### src/rtl/oh_rseq_pkg.sv
// Shared definitions for the oh_rseq reset sequencer.
// Latency: n/a (types and constants only).
// Backpressure: n/a.
// Contents: FSM state encoding and default parameter values.
package oh_rseq_pkg;

    typedef enum logic [1:0] {
        S_IDLE      = 2'd0,
        S_WAIT_LOCK = 2'd1,
        S_DELAY     = 2'd2,
        S_DONE      = 2'd3
    } state_t;

    localparam int unsigned DEF_N     = 4;
    localparam int unsigned DEF_DELAY = 16;
    localparam int unsigned DEF_CW    = 8;
    localparam int unsigned DEF_TW    = 16;

endpackage

### src/rtl/oh_rseq_timer.sv
// Loadable saturating up-counter with clear and a registered terminal-count flag.
// Latency: o_tc reflects the count held after each edge (no input-to-output path).
// Backpressure: none; the counter holds at MAX instead of wrapping.
// Ports: i_clk, i_rst (sync, active high), i_clr (highest priority), i_load/i_load_val,
//        i_en (count enable), o_tc (count == MAX).
module oh_rseq_timer #(
    parameter int unsigned    W   = 8,
    parameter logic [W-1:0]   MAX = '1
) (
    input  logic         i_clk,
    input  logic         i_rst,
    input  logic         i_clr,
    input  logic         i_en,
    input  logic         i_load,
    input  logic [W-1:0] i_load_val,
    output logic         o_tc
);

    logic [W-1:0] r_cnt;
    logic [W-1:0] w_cnt_nxt;
    logic         r_tc;

    always_comb begin
        w_cnt_nxt = r_cnt;
        if (i_clr) begin
            w_cnt_nxt = '0;
        end else if (i_load) begin
            w_cnt_nxt = i_load_val;
        end else if (i_en && (r_cnt != MAX)) begin
            w_cnt_nxt = r_cnt + W'(1);
        end
    end

    // The flag is computed from the next count so it is valid in the same
    // cycle the count reaches MAX, while still coming straight off a flop.
    always_ff @(posedge i_clk) begin
        if (i_rst) begin
            r_cnt <= '0;
            r_tc  <= (MAX == '0);
        end else begin
            r_cnt <= w_cnt_nxt;
            r_tc  <= (w_cnt_nxt == MAX);
        end
    end

    assign o_tc = r_tc;

endmodule

### src/rtl/oh_rseq.sv
// Reset sequencer: after lock, releases N active-low domain resets one at a time, DELAY cycles apart.
// Latency: nrst_out[k] rises DELAY*(k+1) edges after lock is sampled; lock loss/soft_rst clear in 1 cycle.
// Backpressure: none; lock loss or soft_rst drops all released resets together and restarts the sequence.
// Ports: clk, rst (sync, active high), lock, soft_rst -> nrst_out[N-1:0], busy, done, err.
// Optional macro OH_RSEQ_WDOG_EN adds a TW-bit lock-timeout watchdog driving a sticky err;
// without it err is constant 0.
module oh_rseq
    import oh_rseq_pkg::*;
#(
    parameter int unsigned N     = DEF_N,
    parameter int unsigned DELAY = DEF_DELAY,
    parameter int unsigned CW    = DEF_CW,
    parameter int unsigned TW    = DEF_TW
) (
    input  logic         clk,
    input  logic         rst,
    input  logic         lock,
    input  logic         soft_rst,
    output logic [N-1:0] nrst_out,
    output logic         busy,
    output logic         done,
    output logic         err
);

    localparam int unsigned IW = (N > 1) ? $clog2(N) : 1;

    if ((N < 1) || (DELAY < 1) || (TW < 1) ||
        (64'(DELAY - 1) >= (64'(1) << CW))) begin : g_bad_param
        $error("oh_rseq: illegal parameter combination");
    end

    state_t          r_state;
    state_t          w_state_nxt;
    logic [IW-1:0]   r_idx;
    logic [IW-1:0]   w_idx_nxt;
    logic [N-1:0]    r_nrst;
    logic [N-1:0]    w_nrst_nxt;
    logic            r_busy;
    logic            r_done;
    logic            w_cnt_clr;
    logic            w_cnt_en;
    logic            w_cnt_tc;

    oh_rseq_timer #(
        .W   (CW),
        .MAX (CW'(DELAY - 1))
    ) u_dly (
        .i_clk      (clk),
        .i_rst      (rst),
        .i_clr      (w_cnt_clr),
        .i_en       (w_cnt_en),
        .i_load     (1'b0),
        .i_load_val ({CW{1'b0}}),
        .o_tc       (w_cnt_tc)
    );

    always_comb begin
        w_state_nxt = r_state;
        w_idx_nxt   = r_idx;
        w_nrst_nxt  = r_nrst;
        w_cnt_clr   = 1'b0;
        w_cnt_en    = 1'b0;
        case (r_state)
            S_IDLE: begin
                w_state_nxt = S_WAIT_LOCK;
                w_cnt_clr   = 1'b1;
            end
            S_WAIT_LOCK: begin
                if (soft_rst) begin
                    w_idx_nxt  = '0;
                    w_nrst_nxt = '0;
                    w_cnt_clr  = 1'b1;
                end else if (lock) begin
                    w_state_nxt = S_DELAY;
                    w_cnt_clr   = 1'b1;
                end
            end
            S_DELAY, S_DONE: begin
                if (soft_rst || !lock) begin
                    // All released domains fall together; never one at a time.
                    w_state_nxt = S_WAIT_LOCK;
                    w_idx_nxt   = '0;
                    w_nrst_nxt  = '0;
                    w_cnt_clr   = 1'b1;
                end else if (r_state == S_DELAY) begin
                    if (w_cnt_tc) begin
                        // Shift a one in at bit 0 so the released bits stay contiguous.
                        w_nrst_nxt = (r_nrst << 1) | N'(1);
                        w_cnt_clr  = 1'b1;
                        if (r_idx == IW'(N - 1)) begin
                            w_state_nxt = S_DONE;
                        end else begin
                            w_idx_nxt = r_idx + IW'(1);
                        end
                    end else begin
                        w_cnt_en = 1'b1;
                    end
                end
            end
            default: begin
                w_state_nxt = S_IDLE;
            end
        endcase
    end

    always_ff @(posedge clk) begin
        if (rst) begin
            r_state <= S_IDLE;
            r_idx   <= '0;
            r_nrst  <= '0;
            r_busy  <= 1'b0;
            r_done  <= 1'b0;
        end else begin
            r_state <= w_state_nxt;
            r_idx   <= w_idx_nxt;
            r_nrst  <= w_nrst_nxt;
            r_busy  <= (w_state_nxt == S_WAIT_LOCK) || (w_state_nxt == S_DELAY);
            r_done  <= (w_state_nxt == S_DONE);
        end
    end

    assign nrst_out = r_nrst;
    assign busy     = r_busy;
    assign done     = r_done;

`ifdef OH_RSEQ_WDOG_EN
    logic w_wd_tc;
    logic r_err;

    // Counts only while stuck waiting for lock; any exit from WAIT_LOCK clears it.
    oh_rseq_timer #(
        .W   (TW),
        .MAX ({TW{1'b1}})
    ) u_wdog (
        .i_clk      (clk),
        .i_rst      (rst),
        .i_clr      (r_state != S_WAIT_LOCK),
        .i_en       ((r_state == S_WAIT_LOCK) && !lock),
        .i_load     (1'b0),
        .i_load_val ({TW{1'b0}}),
        .o_tc       (w_wd_tc)
    );

    // Sticky until rst; soft_rst deliberately leaves it set.
    always_ff @(posedge clk) begin
        if (rst) begin
            r_err <= 1'b0;
        end else if (w_wd_tc) begin
            r_err <= 1'b1;
        end
    end

    assign err = r_err;
`else
    assign err = 1'b0;
`endif

endmodule

### config.mk
export PLATFORM = sky130hd
export DESIGN_NAME = oh_rseq
export DESIGN_NICKNAME = d
export VERILOG_FILES = /design/src/rtl/oh_rseq_pkg.sv /design/src/rtl/oh_rseq_timer.sv /design/src/rtl/oh_rseq.sv
export SDC_FILE = /design/constraint.sdc
export NUM_CORES = 1
export LEC_CHECK = 0
export BUFFER_PORTS_ARGS = -buffer_cell sky130_fd_sc_hd__clkbuf_2
export CORE_UTILIZATION = 45
export CTS_CLUSTER_DIAMETER = 150
export DETAILED_ROUTE_END_ITERATION = 7
export SETUP_SLACK_MARGIN = 0.4
export SYNTH_ARGS = -nofsm -noshare
export SYNTH_HDL_FRONTEND = slang
export SYNTH_HIERARCHICAL = 1
export SYNTH_SLANG_ARGS = --single-unit
### constraint.sdc
create_clock -name clk -period 2.5 [get_ports clk]
set_input_delay 0.25 -clock clk [delete_from_list [all_inputs] [get_ports clk]]
set_output_delay 0.25 -clock clk [all_outputs]
set_load 0.005 [all_outputs]
# Word level (Yosys, flattened, before mapping)
# Cells that the tools add are included.
[word_totals]
mem_count = 0
latch_bits = 0
output_inout_bits = 7
ramBits = 0
romBits = 0
reg_bits = 19
[op_classes]
n_eq_ne = 13
n_div = 0
add_sub_neg = 2
muxes = 30
mul = 0
magnitude_cmp = 0
shifts = 0
n_bitwise = 0
reduce_logical = 9
[op_table]
columns = ["op", "count"]
rows = [
  ["$mux W2", 11],
  ["$mux W4", 4],
  ["$mux W8", 2],
  ["$eq A2 B2 Y1 const B", 5],
  ["$mux W1", 9],
  ["$add A8 B1 Y8 const B", 1],
  ["$eq A8 B4 Y1 const B", 1],
  ["$ne A8 B4 Y1 const B", 1],
  ["$pmux W4 S2", 1],
  ["$ne A3 B3 Y1 const B", 2],
  ["$pmux W2 S3", 1],
  ["$reduce_and A5 Y1", 1],
  ["$eq A2 B1 Y1 const B", 2],
  ["$pmux W2 S2", 1],
  ["$reduce_and A4 Y1", 1],
  ["$ne A3 B2 Y1 const B", 1],
  ["$pmux W1 S3", 1],
  ["$add A2 B1 Y2 const B", 1],
  ["$logic_not A2 Y1", 1],
  ["$logic_or A1 B1 Y1", 2],
  ["$ne A2 B2 Y1 const B", 1],
  ["$reduce_bool A2 Y1", 1],
  ["$reduce_or A2 Y1", 1],
  ["$logic_and A1 B1 Y1", 1],
  ["$logic_not A1 Y1", 1],
]

# Logic depth before layout (Yosys ltp)
[depth]
word_depth = 8
ltp_mapped = 8
depth_no_buf = 7

# By module
# The synthesis kept the hierarchy.
[modules_own_cells]
columns = ["module", "n_inst", "area_per_inst_um2", "cells_each"]
rows = [
  ["oh_rseq_timer", 1, 586.8, 75],
  ["oh_rseq", 1, 489.2, 54],
]

# Worst setup path before layout
# No wires, ideal clock.
[synth_timing]
kind = "register to register"
start = "register r_state[0]"
end = "register u_dly.r_tc, in the netlist u_dly/o_tc"
t_arrival_ps = 1686
path_slack_ps = 690
path_stages_with_launch = 9
setup_time_ps = 124
required_time_ps = 2376
path_buffers = 1
path_cell_list = "dfxtp_1 > nand2b_2 > nor3_1 > buf_2 > nand4_1 > or3_1 > a221o_1 > o2111ai_1 > nor4_2"
[synth_via]
elab_chain_cells = 8
word_cells_on_any_way = 15
cone_classes = "eq/ne: 4; mux: 8; reduce/logical: 3"
[synth_lines]
columns = ["element", "line_no", "text"]
rows = [
  ["from (decl)", "oh_rseq.sv:32", "state_t r_state;"],
  ["from (signal assigned)", "oh_rseq.sv:114", "r_state <= w_state_nxt;"],
  ["$eq A2 B2 Y1", "oh_rseq.sv:63, oh_rseq.sv:85", ""],
  ["$mux W1", "oh_rseq.sv:85", "end else if (r_state == S_DELAY) begin"],
  ["$mux W1", "oh_rseq.sv:79", "if (soft_rst || !lock) begin"],
  ["$mux W1 (*)", "oh_rseq.sv:63", "case (r_state)"],
  ["net w_cnt_en", "oh_rseq.sv:41", "logic w_cnt_en;"],
  ["$logic_and A1 B1 Y1 (*)", "oh_rseq_timer.sv:29", "end else if (i_en && (r_cnt != MAX)) begin"],
  ["$mux W8 (*)", "oh_rseq_timer.sv:29", ""],
  ["$mux W8 (*)", "oh_rseq_timer.sv:25", "if (i_clr) begin"],
  ["$eq A8 B4 Y1 (*)", "oh_rseq_timer.sv:42", "r_tc <= (w_cnt_nxt == MAX);"],
  ["to (signal assigned)", "oh_rseq_timer.sv:39", "r_tc <= (MAX == '0);"],
  ["to (signal assigned)", "oh_rseq_timer.sv:42", ""],
  ["to (decl)", "oh_rseq_timer.sv:21", "logic r_tc;"],
]
# Mark *: on every way through the listed nets, which the timed path passes. The rest lies on a longest branch.
# A chain may end at the register's enable or synchronous reset.

# Final worst setup path
# Ends and elaborated chain as after synthesis.

==> run metrics <==
status=finished clean; Peak VDD IR=0.0002297 V; ANT nets after route=0; post-layout util=around 54%; die width=50.90 µm; clk_skew=2.505 ps; crit-path cells=nand2b_2 -> nor3_2 -> buf_4 -> nand4_1 -> or3_1 -> a221o_1 -> o2111ai_1 -> nor4_2; final worst slack=between 500 and 600 ps; Via density=5.231; Netlist cell types=43; RSZ-0062 raised after global routing=no; Yosys Warn Count=6; Hold Crit Start=lock; FF+latch count, synth=19; Starting Density=48.18%; first-pass GRT wire length=3477 µm; Detail Placement HPWL=1522 µm; hold endpoint=r_state[1]; total iterations of the first detailed-routing run=4; Hold Path Stages=3; CP Max Fanout=8; n_diodes=0; Slew Limit Fails=0; PD cells=roughly 440 nW/µm²; total CTS buffers=3; crit end category=register; pin count of the biggest net entering global routing=21; Mapped Avg Cell Area=8.341 µm²; Finish-stage setup viols=0; arrival time at the worst endpoint=about 2100 ps; vias in the first global route=slightly below 800; Post-route DRC=0; TNS Setup=0 ps; filler cell count=225; register area share after synthesis=between 30% and 40%; DR iter-0 viols=21; dominant cells by area after synthesis=dfxtp_1 (35%), a21oi_1 (4.7%), ha_1 (3.5%); top post-synthesis cells by count=dfxtp_1 (19), a21oi_1 (10), inv_1 (10); Global Route Usage Sum=18.29%; Max-Cap Viols=0; Synth top area share=35.35%; fin crit share=77.16%; die height=just over 50 µm; max incr delay on CP=360 ps; Final Instance Area=1202 µm²; worst endpoint required time=2690 ps; f_max=518.4 MHz; placer's final routability congestion estimate=0.7555; drt total wl=2116 µm; port bufs=9; initial antenna violation count=0; Crit Path Class=register to register; number of H-tree levels=1; Clock Tree Buf Depth=2; Clock Latency Late Sink=290 ps; Syn Std Cell Area=1076 µm²; Reg-to-Reg Start=r_state[0]; min cycle time layout=1929 ps; post-synth top area cell=dfxtp_1; Post-synth EDFFs=0; cells on worst reg2reg path=8; Rows=17; I/O pin count=11; Async SR Flop Fraction=0%; share of post-route cells with drive strength above 1=17.24%; Crit-path slowest cell=dfxtp_2; most numerous cell in the Yosys netlist=dfxtp_1; dpl cell area=between 1000 and 1500 µm²; die area=2591 µm²; R2R Setup Slk=570 ps; final hold viol count=0; Leakage=0.4368 nW; fin nets=between 150 and 200; area added between synthesis and finish=11.74%; root buffer cell=clkbuf_4; total grt overflow=0; Cells after Synth=129; Place WS=about 530 ps; Synth Flop Type=dfxtp_1; CTS tree=built; CP Launch Type=register; drt wl/cell=12.23 µm; Worst-path clk slew=110 ps; Reg2Reg Capture Point=u_dly/o_tc; Hold Path Class=primary input to register; routed vias=about 900; CTS Sinks=19; area of the core=2233 µm²
[worst max-delay path: cells and delay by family (launching register included)]
kind	cells	cell delay [ps]
flip-flops	1	360
AO/OA/AOI/OAI	2	460
AND/OR/NAND/NOR	5	830
buffers and inverters	1	170
[timing repair]
action | CTS | global route
resized for setup | 0 | 4
buffers inserted | 0 | 0
hold buffers | 0 | 0
setup endpoints to repair | 0 | 1
[sequential cells by signal, indices dropped and copies added, names as in the netlist]
name	cells
busy	1
r_state	2
r_idx	2
u_dly/o_tc	1
nrst_out	4
done	1
u_dly/r_cnt	8
[cells in the final DEF, fill, tap and decap left out, types with 2 or more instances in the layout]
cell,n
nand4_1,4
nand2_1,5
conb_1,10
nor2_1,9
o21a_1,4
o31ai_1,2
nand3b_1,2
dfxtp_1,17
clkbuf_2,9
clkbuf_4,3
o22ai_1,6
o21ai_1,3
nor2b_1,5
dfxtp_2,2
inv_1,10
nor3_1,5
ha_1,3
nand3_1,4
nand2b_1,5
and2_1,2
o31ai_2,2
a21oi_1,10
[how the worst max path moves through the flow]
stage	start	end	slack (ps)	cells after the start
after global placement	soft_rst	u_dly/o_tc	540	9
after CTS	r_state[0]	u_dly/o_tc	490	8
after global routing	r_state[0]	u_dly/o_tc	440	8
after detailed placement	soft_rst	u_dly/o_tc	530	9
after floorplan	r_state[0]	u_dly/o_tc	690	8
final	r_state[0]	u_dly/o_tc	570	8
[kinds of logic after synthesis]
family	after synthesis	share of synthesized area, %
and+or+nand+nor	51	29.77
DFF	19	35.35
xor gates and xnor gates	1	0.8141
muxes	1	1.046
buffers and inverters	17	6.628
adders and majority gates	3	3.489
AOI/OAI and AO/OA	36	22.56
other	1	0.3485
[cell type report]
| cell class | count | area [µm²] | share of cell area (%) |
|---|---|---|---|
| Multi-Input combinational cell | 102 | 668.1 | 55.57 |
| Inverter | 10 | 37.54 | 3.122 |
| Tap cell | 28 | 35.03 | 2.914 |
| Timing Repair Buffer | 10 | 52.55 | 4.370 |
| Clock buffer | 4 | 26.28 | 2.185 |
| Sequential cell | 19 | 382.9 | 31.84 |
[metal layers]
metal | GRT usage [%] | up-vias | routed length (µm)
met5 | 0 | - | 0
met4 | 8.333 | 0 | 31
met3 | 3.571 | 4 | 74
met2 | 28.29 | 18 | 960
met1 | 24.28 | 394 | 1049
li1 | - | 489 | -
[through the flow]
stage,hold slack (ps),total power [mW],std cells
detailed placement,485.1,0.3734,169
finish,279.0,0.5260,173
CTS,268.8,0.5336,173
global placement,460.5,0.3730,169
global route,276.8,0.5537,173
floorplan,405.4,0.3628,138
[power by group]
part	internal, mW	switching [mW]
sequential	0.308	0.00597
combinational	0.0219	0.0329
clock	0.0621	0.0946
Note: power is estimated with default switching activity, not from simulation.
